`src/rtl/uart_pkg.sv`:
```
// Shared UART link constants: frame length, acknowledge pattern and receiver FSM states.
package uart_pkg;

    localparam int unsigned FRAME_BITS = 8;
    localparam logic [FRAME_BITS-1:0] ACK_BYTE_DEF = 8'hCC;

    typedef enum logic [2:0] {
        IDLE,
        START,
        DATA,
        STOP,
        ACK_GAP,
        ACK_START,
        ACK_DATA,
        ACK_STOP
    } rx_state_e;

endpackage

```
`src/rtl/uart_os_tick.sv`:
```
// Oversample tick divider: one-clk pulse every round(CLK_FREQ / (BAUD * OVERSAMPLE)) clocks.
module uart_os_tick #(
    parameter int unsigned CLK_FREQ   = 50_000_000,
    parameter int unsigned BAUD       = 19_200,
    parameter int unsigned OVERSAMPLE = 16
) (
    input  logic clk,
    input  logic rst_n,
    output logic tick
);

    localparam int unsigned TICK_RATE = BAUD * OVERSAMPLE;
    localparam int unsigned DIV       = (CLK_FREQ + TICK_RATE / 2) / TICK_RATE;
    localparam int unsigned CNT_W     = (DIV > 1) ? $clog2(DIV) : 1;
    localparam logic [CNT_W-1:0] CNT_LAST = CNT_W'(DIV - 1);

    logic [CNT_W-1:0] cnt;

    always_ff @(posedge clk or negedge rst_n) begin
        if (!rst_n) begin
            cnt  <= '0;
            tick <= 1'b0;
        end else begin
            cnt  <= (cnt == CNT_LAST) ? '0 : cnt + CNT_W'(1);
            tick <= (cnt == CNT_LAST);
        end
    end

endmodule

```
`src/rtl/uart_rx_ack.sv`:
```
// 8N1 UART receiver that returns an acknowledge frame on ack_out after every frame with a good stop bit.
module uart_rx_ack
    import uart_pkg::*;
#(
    parameter int unsigned CLK_FREQ     = 50_000_000,
    parameter int unsigned BAUD         = 19_200,
    parameter int unsigned OVERSAMPLE   = 16,
    parameter logic [7:0]  ACK_BYTE     = ACK_BYTE_DEF,
    parameter int unsigned ACK_GAP_BITS = 1
) (
    input  logic       clk,
    input  logic       reset,
    input  logic       rx_in,
    input  logic       rx_en,
    output logic [7:0] data_out,
    output logic       data_valid,
    output logic       frame_err,
    output logic       rx_busy,
    output logic       ack_out
);

    localparam int unsigned OS_W = $clog2(OVERSAMPLE);
    localparam logic [OS_W-1:0] OS_HALF_LAST = OS_W'(OVERSAMPLE / 2 - 1);
    localparam logic [OS_W-1:0] OS_LAST      = OS_W'(OVERSAMPLE - 1);
    localparam logic [3:0] BIT_LAST = 4'(FRAME_BITS - 1);
    localparam logic [3:0] BIT_FULL = 4'(FRAME_BITS);
    localparam logic [3:0] GAP_LAST = 4'(ACK_GAP_BITS - 1);

    logic            rst_meta, rst_n;
    logic            rx_meta, rx_sync;
    logic            tick, bit_end;
    rx_state_e       state_q, state_d;
    logic [OS_W-1:0] os_cnt_q, os_cnt_d;
    logic [3:0]      bit_cnt_q, bit_cnt_d;
    logic [7:0]      shift_q, shift_d;
    logic [7:0]      ack_sh_q, ack_sh_d;
    logic            armed_q, armed_d;
    logic            dv_d, fe_d, ack_d;

    // Reset asserts immediately, releases two clocks after reset goes high.
    always_ff @(posedge clk or negedge reset) begin
        if (!reset) begin
            rst_meta <= 1'b0;
            rst_n    <= 1'b0;
        end else begin
            rst_meta <= 1'b1;
            rst_n    <= rst_meta;
        end
    end

    always_ff @(posedge clk or negedge rst_n) begin
        if (!rst_n) begin
            rx_meta <= 1'b1;
            rx_sync <= 1'b1;
        end else begin
            rx_meta <= rx_in;
            rx_sync <= rx_meta;
        end
    end

    uart_os_tick #(
        .CLK_FREQ  (CLK_FREQ),
        .BAUD      (BAUD),
        .OVERSAMPLE(OVERSAMPLE)
    ) u_os_tick (
        .clk  (clk),
        .rst_n(rst_n),
        .tick (tick)
    );

    assign bit_end = tick && (os_cnt_q == OS_LAST);

    always_ff @(posedge clk or negedge rst_n) begin
        if (!rst_n) state_q <= IDLE;
        else        state_q <= state_d;
    end

    always_comb begin
        state_d   = state_q;
        os_cnt_d  = os_cnt_q;
        bit_cnt_d = bit_cnt_q;
        shift_d   = shift_q;
        ack_sh_d  = ack_sh_q;
        armed_d   = armed_q | rx_sync;
        dv_d      = 1'b0;
        fe_d      = 1'b0;

        // Outside IDLE the sample counter free-runs over one bit period.
        if (tick && state_q != IDLE) os_cnt_d = bit_end ? '0 : os_cnt_q + OS_W'(1);

        case (state_q)
            IDLE: begin
                if (tick && rx_en && armed_q && !rx_sync) begin
                    state_d  = START;
                    os_cnt_d = '0;
                end
            end
            START: begin
                if (tick && os_cnt_q == OS_HALF_LAST) begin
                    os_cnt_d  = '0;
                    bit_cnt_d = '0;
                    if (rx_sync) begin
                        fe_d    = 1'b1;
                        state_d = IDLE;
                    end else begin
                        state_d = DATA;
                    end
                end
            end
            DATA: begin
                if (bit_end) begin
                    shift_d   = {shift_q[6:0], rx_sync};
                    bit_cnt_d = (bit_cnt_q >= BIT_FULL) ? bit_cnt_q : bit_cnt_q + 4'd1;
                    if (bit_cnt_q == BIT_LAST) state_d = STOP;
                end
            end
            STOP: begin
                if (bit_end) begin
                    bit_cnt_d = '0;
                    if (rx_sync) begin
                        dv_d    = 1'b1;
                        state_d = (ACK_GAP_BITS == 0) ? ACK_START : ACK_GAP;
                    end else begin
                        // Bad stop: wait for the line to return high before a new start.
                        fe_d    = 1'b1;
                        armed_d = 1'b0;
                        state_d = IDLE;
                    end
                end
            end
            ACK_GAP: begin
                if (bit_end) begin
                    if (bit_cnt_q == GAP_LAST) begin
                        bit_cnt_d = '0;
                        state_d   = ACK_START;
                    end else begin
                        bit_cnt_d = bit_cnt_q + 4'd1;
                    end
                end
            end
            ACK_START: begin
                if (bit_end) begin
                    ack_sh_d  = ACK_BYTE;
                    bit_cnt_d = '0;
                    state_d   = ACK_DATA;
                end
            end
            ACK_DATA: begin
                if (bit_end) begin
                    if (bit_cnt_q == BIT_LAST) begin
                        bit_cnt_d = '0;
                        state_d   = ACK_STOP;
                    end else begin
                        bit_cnt_d = bit_cnt_q + 4'd1;
                        ack_sh_d  = {ack_sh_q[6:0], 1'b1};
                    end
                end
            end
            ACK_STOP: begin
                if (bit_end) state_d = IDLE;
            end
            default: state_d = IDLE;
        endcase

        case (state_d)
            ACK_START: ack_d = 1'b0;
            ACK_DATA:  ack_d = ack_sh_d[7];
            default:   ack_d = 1'b1;
        endcase
    end

    always_ff @(posedge clk or negedge rst_n) begin
        if (!rst_n) begin
            os_cnt_q   <= '0;
            bit_cnt_q  <= '0;
            shift_q    <= '0;
            ack_sh_q   <= '0;
            armed_q    <= 1'b1;
            data_out   <= '0;
            data_valid <= 1'b0;
            frame_err  <= 1'b0;
            rx_busy    <= 1'b0;
            ack_out    <= 1'b1;
        end else begin
            os_cnt_q   <= os_cnt_d;
            bit_cnt_q  <= bit_cnt_d;
            shift_q    <= shift_d;
            ack_sh_q   <= ack_sh_d;
            armed_q    <= armed_d;
            data_valid <= dv_d;
            frame_err  <= fe_d;
            rx_busy    <= (state_d != IDLE);
            ack_out    <= ack_d;
            if (dv_d) data_out <= shift_q;
        end
    end

endmodule

```
`config.mk`:
```
export PLATFORM = sky130hd
export DESIGN_NAME = uart_rx_ack
export DESIGN_NICKNAME = d
export VERILOG_FILES = /design/src/rtl/uart_pkg.sv /design/src/rtl/uart_os_tick.sv /design/src/rtl/uart_rx_ack.sv
export SDC_FILE = /design/constraint.sdc
export NUM_CORES = 1
export LEC_CHECK = 0
export CELL_PAD_IN_SITES_DETAIL_PLACEMENT = 0
export CELL_PAD_IN_SITES_GLOBAL_PLACEMENT = 1
export CORE_AREA = 2 2 75 77
export DETAILED_ROUTE_END_ITERATION = 6
export DIE_AREA = 0 0 77 79
export DONT_BUFFER_PORTS = 1
export GPL_ROUTABILITY_DRIVEN = 0
export GPL_TIMING_DRIVEN = 0
export PLACE_DENSITY = 0.72
export SETUP_SLACK_MARGIN = 0.15
export SYNTH_ARGS = -nofsm -noshare
export SYNTH_HDL_FRONTEND = slang
export SYNTH_SLANG_ARGS = --single-unit
```
`constraint.sdc`:
```
create_clock -name clk -period 3.4 [get_ports clk]
set_input_delay 0.68 -clock clk [delete_from_list [all_inputs] [get_ports clk]]
set_output_delay 0.68 -clock clk [all_outputs]
set_load 0.01 [all_outputs]
```
==> results.cfg, run 1 <==
[routing]
route.vias.total = 1718
detailedRoute.firstIterationViolations = 77
route.antenna.remaining_nets = 0
drcViolationCount = 0
routed_via_density = 5.61
wl_per_cell_um = 15.0
drt_pre_antenna_iters = 4
finalWirelength_um = 4600

[die]
row_count = 27
floorplan.die.height_um = 79
core-area_um2 = 5340
die_w_um = 77
initial_utilization = 0.481
dieArea_um2 = 6080
pin_count = 16

[setup_path]
cp_max_fo = 8
worst_path_dominant_cell_family = simple AND/OR/NAND/NOR gates
cpPeakStageDelay_ps = 510
timing.critical_path.buf_inv = 0
crit_path_cell_trace = ha_1 -> nand4_4 -> nor4b_4 -> mux2_2
setup.worst_path.class = reg -> reg
timing.critical_path.arrival_ps = 2100
cp_slowest_cell = sky130_fd_sc_hd__nor4b_4
crit_path_end_kind = flop
worst_ep_required_time_ps = 3590
cp-start-kind = flop

[synth]
synth_seq_area_share = 0.519
synth_area_per_cell_um2 = 11.4
synthesis.nets = 234
syn_inst = 225
yosysTopAreaCell = sky130_fd_sc_hd__dfrtp_1
synth_ff_type = sky130_fd_sc_hd__dfrtp_1
yosys.cell_types.count = 52
yosys_warnings = 0
synth_enable_flop_cells = 0
share_of_the_synthesized_area_in_the_top_cell_type = 0.478
syn-cell-area_um2 = 2570
ys_async_sr_fraction = 1.00
synth_area_leaders = sky130_fd_sc_hd__dfrtp_1 48%, sky130_fd_sc_hd__mux2_2 7.5%, sky130_fd_sc_hd__dfstp_2 4.1%
synth_seq_cells = 53

[clocking]
clk_pin_slew_worst_paths_ps = 90
post_cts_resize_count = 0
clock_tree.buffer_depth = 2
cts_hold_buf = 0
cts.htree.levels = 2
clock_latency_ps = 300
postCtsSetupRepairBufs = 0
tritoncts.num_buffers = 5
numClockSinks = 53
clock_tree_from_tritoncts = built
clk_root_buffer_cell = sky130_fd_sc_hd__clkbuf_8

[sta]
timing_worst_slew_pin_value_ps = 527
period_needed_ps = 1910
slew_headroom = 0.647
setup-tns-final_ps = 0
finalCritPeriodShare = 0.562
slew_viol_final = 0
timing.clock.skew_ps = 8.12
finalSetupViolCount = 0
maxClockFrequency_mhz = 523
hold_violations = 0
rsz0062_at_grt = false

[run]
maxCapViolations = 0

[placement]
dpl.hpwl_um = 3370
io_buffers = 0
dpl_cell_area_um2 = 2680

[power_and_ir_drop]
vdd.ir_drop.worst_mv = 0.251
power_dens_cells_nw_per_um2 = 358
p_leak_uw = 0.00125

[global_routing]
antenna_found_initial = 0
track_usage = 0.165
grt_pass1_wl_um = 7950
grt_pass1_vias = 1673
maximum_number_of_pins_on_one_net_before_global_route_repair = 30
grt_remaining_overflow = 0

[finish]
final_design_area_no_fill_um2 = 2770
share_of_final_layout_standard_cells_stronger_than_drive_strength_1 = 0.205
layout-area-overhead-vs-synth_pct = 7.70
layout.filler_cells = 501
final_nets = 242
inserted_diodes = 0

[status]
run_status = completed

[hold_path]
min_path_type = in -> async
## layout make-up
cell class / instances / area (um2) / share of cell area
clock buffers: 5 / 68.8 / 0.0249
inverters: 5 / 18.8 / 0.00679
plain buffers: 10 / 61.3 / 0.0222
clock inverters: 3 / 17.5 / 0.00633
well taps: 72 / 90.1 / 0.0326
flip-flops and latches: 53 / 1330 / 0.482
repair buffers: 1 / 20.0 / 0.00724
multi-input cells: 157 / 1160 / 0.418
## final timing paths
check	start	endpoint	slack [ps]	cells past startpoint
worst max-delay path	os_cnt_q[0]	shift_q[3]	1490	4
worst min-delay path	reset	rst_n	70	0
worst max register to register	os_cnt_q[0]	shift_q[3]	1490	4
worst min register to register	rst_n	u_os_tick.cnt[7]	240	0
max in group asynchronous	rst_n	ack_out	2570	1
min in group clk	rx_meta	rx_sync	360	0
## power by group
group / switching, uW / internal (uW)
Sequential: 6.71 / 633
Clock: 196 / 142
Combinational: 7.08 / 3.61
Total: 210 / 779
## synthesized netlist by cell type, drive strengths merged, types with 4 or more instances
| cell type | count |
|---|---|
| inv | 5 |
| o22a | 6 |
| clkbuf | 4 |
| xnor2 | 5 |
| nor4b | 4 |
| dfrtp | 49 |
| mux2 | 17 |
| o21ai | 18 |
| nand2 | 21 |
| ha | 5 |
| dfstp | 4 |
| buf | 6 |
| a21oi | 9 |
| nor2 | 13 |
| nand3b | 4 |
| nand3 | 9 |
## per-stage QoR
| stage | hold WS, ps | total power [uW] | std cells | utilization | setup WS (ps) |
|---|---|---|---|---|---|
| 2_1_floorplan | 331 | 657 | 225 | - | 1700 |
| 3_3_place_gp | 336 | 660 | 297 | 0.498 | 1320 |
| 3_5_place_dp | 252 | 664 | 298 | 0.502 | 1480 |
| 4_1_cts | 52.6 | 1000 | 306 | 0.518 | 1470 |
| 5_1_grt | 41.5 | 1030 | 306 | 0.518 | 1300 |
| 6_report | 66.2 | 989 | 306 | 0.518 | 1490 |
## cell usage in the layout (no fill, tap or decap), types with 2 or more instances in the layout
master,n
sky130_fd_sc_hd__o31a_1,2
sky130_fd_sc_hd__nor4_1,2
sky130_fd_sc_hd__clkbuf_1,4
sky130_fd_sc_hd__nor3_1,3
sky130_fd_sc_hd__nand4_1,2
sky130_fd_sc_hd__ha_1,5
sky130_fd_sc_hd__nand2_1,21
sky130_fd_sc_hd__dfrtp_1,48
sky130_fd_sc_hd__nor2b_1,3
sky130_fd_sc_hd__and3b_1,2
sky130_fd_sc_hd__nand3_1,9
sky130_fd_sc_hd__xor2_1,3
sky130_fd_sc_hd__nor4b_4,2
sky130_fd_sc_hd__clkbuf_8,5
sky130_fd_sc_hd__nor2_1,12
sky130_fd_sc_hd__nor4b_1,2
sky130_fd_sc_hd__a21oi_1,9
sky130_fd_sc_hd__mux2i_1,2
sky130_fd_sc_hd__mux2_2,17
sky130_fd_sc_hd__inv_1,5
sky130_fd_sc_hd__dfstp_2,4
sky130_fd_sc_hd__nand4bb_1,2
sky130_fd_sc_hd__o22a_1,6
sky130_fd_sc_hd__buf_4,4
sky130_fd_sc_hd__o21ai_0,17
sky130_fd_sc_hd__nand3b_1,3
sky130_fd_sc_hd__or3_1,2
sky130_fd_sc_hd__and3_1,3
sky130_fd_sc_hd__nand2b_1,2
sky130_fd_sc_hd__xnor2_1,5
sky130_fd_sc_hd__clkinv_2,2
## metal layers
| metal | global-route usage | up-vias | wire length (um) |
|---|---|---|---|
| met4 | 0.0589 | 0 | 78 |
| met3 | 0.0375 | 10 | 158 |
| li1 | - | 821 | - |
| met2 | 0.284 | 38 | 2330 |
| met1 | 0.206 | 849 | 2030 |
| met5 | 0 | - | 0 |
## state kept, by name, indices dropped and copies added, names as in the netlist
register	count
rx_meta	1
armed_q	1
os_cnt_q	4
rx_sync	1
u_os_tick.cnt	8
rx_busy	1
ack_sh_q	8
data_valid	1
rst_meta	1
shift_q	8
bit_cnt_q	4
u_os_tick.tick	1
rst_n	1
data_out	8
frame_err	1
state_q	3
ack_out	1
## cells by family (layout without fill, tap and decap cells)
kind of cell / Yosys count / after routing / synth area share
buf+inv: 15 / 24 / 0.0312
simple gates: 80 / 80 / 0.197
compound gates: 44 / 44 / 0.117
flops: 53 / 53 / 0.519
fa+ha+maj: 5 / 5 / 0.0244
mux: 19 / 19 / 0.0824
xor+xnor: 8 / 8 / 0.0273
other cells: 1 / 1 / 0.00146
(Power assumes the default switching activity.)
==> inputs of run 2 (changes only) <==
==> constraint.sdc (replaced) <==
create_clock -name clk -period 1.8 [get_ports clk]
set_input_delay 0.36 -clock clk [delete_from_list [all_inputs] [get_ports clk]]
set_output_delay 0.36 -clock clk [all_outputs]
set_load 0.01 [all_outputs]
==> run 2 against run 1 <==
  * Via count up 3.3%
  * Cell count is 3.6% higher
  * First-iteration DRC count grew 29%
  * Clock-buffer cell count up 1
==> results.cfg, run 2 (synthesis results as in run 1) <==
[finish]
final_common_cell = sky130_fd_sc_hd__dfrtp_1
share_of_final_layout_standard_cells_stronger_than_drive_strength_1 = 0.302
layout-area-overhead-vs-synth_pct = 15.5
inserted_diodes = 0
finish.utilization = 0.556
final_nets = 253
final_cell_mix = 47 x sky130_fd_sc_hd__dfrtp_1, 20 x sky130_fd_sc_hd__nand2_1, 14 x sky130_fd_sc_hd__o21ai_0, 11 x sky130_fd_sc_hd__nor2_1, 11 x sky130_fd_sc_hd__buf_4

[global_routing]
grt_pass1_wl_um = 8490
busiest_layer = met2
gr-usage-met3 = 0.0386
grt_remaining_overflow = 0
maximum_number_of_pins_on_one_net_before_global_route_repair = 30
grt_pass1_vias = 1734
track_usage = 0.174
met2_usage = 0.291
grt_use_met1 = 0.233
antenna_found_initial = 0

[sta]
timing.clock.skew_ps = 5.99
finalCritPeriodShare = 0.941
rsz0062_at_grt = true
finalSetupViolCount = 0
maxClockFrequency_mhz = 591
setup-tns-final_ps = 0
timing_worst_slew_pin_value_ps = 515
slew_headroom = 0.657
period_needed_ps = 1690
worst_setup_slack_final_ps = 107
slew_viol_final = 0
hold_violations = 0
whs_ps = 51.7

[setup_path]
crit_path_cell_trace = ha_4 -> nand4_4 -> nor4b_4 -> buf_6 -> or2b_4 -> or3_1
cpPeakStageDelay_ps = 420
crit-reg2reg-capture = rx_busy
timing.critical_path.buf_inv = 1
timing.critical_path.arrival_ps = 1870
regToRegStartpoint = os_cnt_q[0]
cp-start-kind = flop
cp_max_fo = 10
setup.worst_path.class = reg -> reg
regToRegSetupSlack_ps = 110
crit_path_end_kind = flop
worst_path_dominant_cell_family = simple AND/OR/NAND/NOR gates
cp_slowest_cell = sky130_fd_sc_hd__dfrtp_1
worstRegToRegCells = 6
worst_ep_required_time_ps = 1980

[clocking]
clock_tree.buffer_depth = 2
clock_latency_ps = 290
cts.htree.levels = 2
clk_pin_slew_worst_paths_ps = 90
numClockSinks = 53
clock_tree_from_tritoncts = built
tritoncts.num_buffers = 5
clk_root_buffer_cell = sky130_fd_sc_hd__clkbuf_8

[routing]
wl_per_cell_um = 15.4
drt_pre_antenna_iters = 4
detailedRoute.firstIterationViolations = 99
route.antenna.remaining_nets = 0
routed_via_density = 5.60
finalWirelength_um = 4900
drcViolationCount = 0
route.vias.total = 1775

[power_and_ir_drop]
vdd.ir_drop.worst_mv = 0.361
power_dens_cells_nw_per_um2 = 627
p_leak_uw = 0.00133

[placement]
dpl.hpwl_um = 3330
io_buffers = 0
dp_slack_ps = -106

[die]
initial_utilization = 0.481
core-area_um2 = 5340
floorplan.die.height_um = 79
row_count = 27
dieArea_um2 = 6080
die_w_um = 77
pin_count = 16

[hold_path]
worst_hold_startpoint = rx_in
min_path_type = in -> reg
hold-path-cell-count = 0
holdPathEnd = rx_meta

[status]
run_status = completed

[run]
maxCapViolations = 0
## run 2: how the worst max path moves through the flow
stage                            from          end  slack, ps  depth (start not counted)
final                     os_cnt_q[0]      rx_busy        110                          6
after global routing      os_cnt_q[1]      ack_out         20                          7
after global placement          rst_n  data_out[3]       -280                          0
after CTS                 os_cnt_q[0]   shift_q[7]        100                          5
after detailed placement  os_cnt_q[0]   shift_q[7]       -110                          4
after floorplan           os_cnt_q[0]   shift_q[0]        140                          4
## run 2: what timing repair did
action                                  CTS  global route
hold buffers                              1             0
pin swaps                                 5             4
endpoints found under the setup margin   31            32
buffers inserted                          9             1
resized for setup                        22            14
endpoints found under the hold margin     2             0
## run 2: power by group
group | switching, uW | internal, uW
clock | 358 | 270
combinational | 14.3 | 8.32
sequential | 12.8 | 1200
total | 386 | 1470
## run 2: layer usage
| metal | wire length, um | vias to the layer above |
|---|---|---|
| li1 | - | 847 |
| met5 | 0 | - |
| met3 | 186 | 6 |
| met2 | 2510 | 30 |
| met1 | 2150 | 892 |
| met4 | 49 | 0 |
## run 2: stage by stage
stage / cells / total power, uW / instance area (um2)
floorplan: 225 / 1240 / 2570
detailed placement: 298 / 1250 / 2680
global route: 317 / 1930 / 2970
CTS: 316 / 1890 / 2910
global placement: 297 / 1250 / 2660
finish: 317 / 1860 / 2970
## run 2: cell type report
type	instances	area [um2]
inverters	5	18.8
plain buffers	10	75.1
clock buffers	6	72.6
clock inverters	2	10.0
well taps	72	90.1
multi-input cells	157	1260
flip-flops and latches	53	1330
repair buffers	12	109
fillers	480	2370
## run 2: worst register-to-register path, stage by stage (launching register included)
cell	delay (ps)
sky130_fd_sc_hd__dfrtp_1	420
sky130_fd_sc_hd__ha_4	200
sky130_fd_sc_hd__nand4_4	130
sky130_fd_sc_hd__nor4b_4	60
sky130_fd_sc_hd__buf_6	140
sky130_fd_sc_hd__or2b_4	260
sky130_fd_sc_hd__or3_1	360
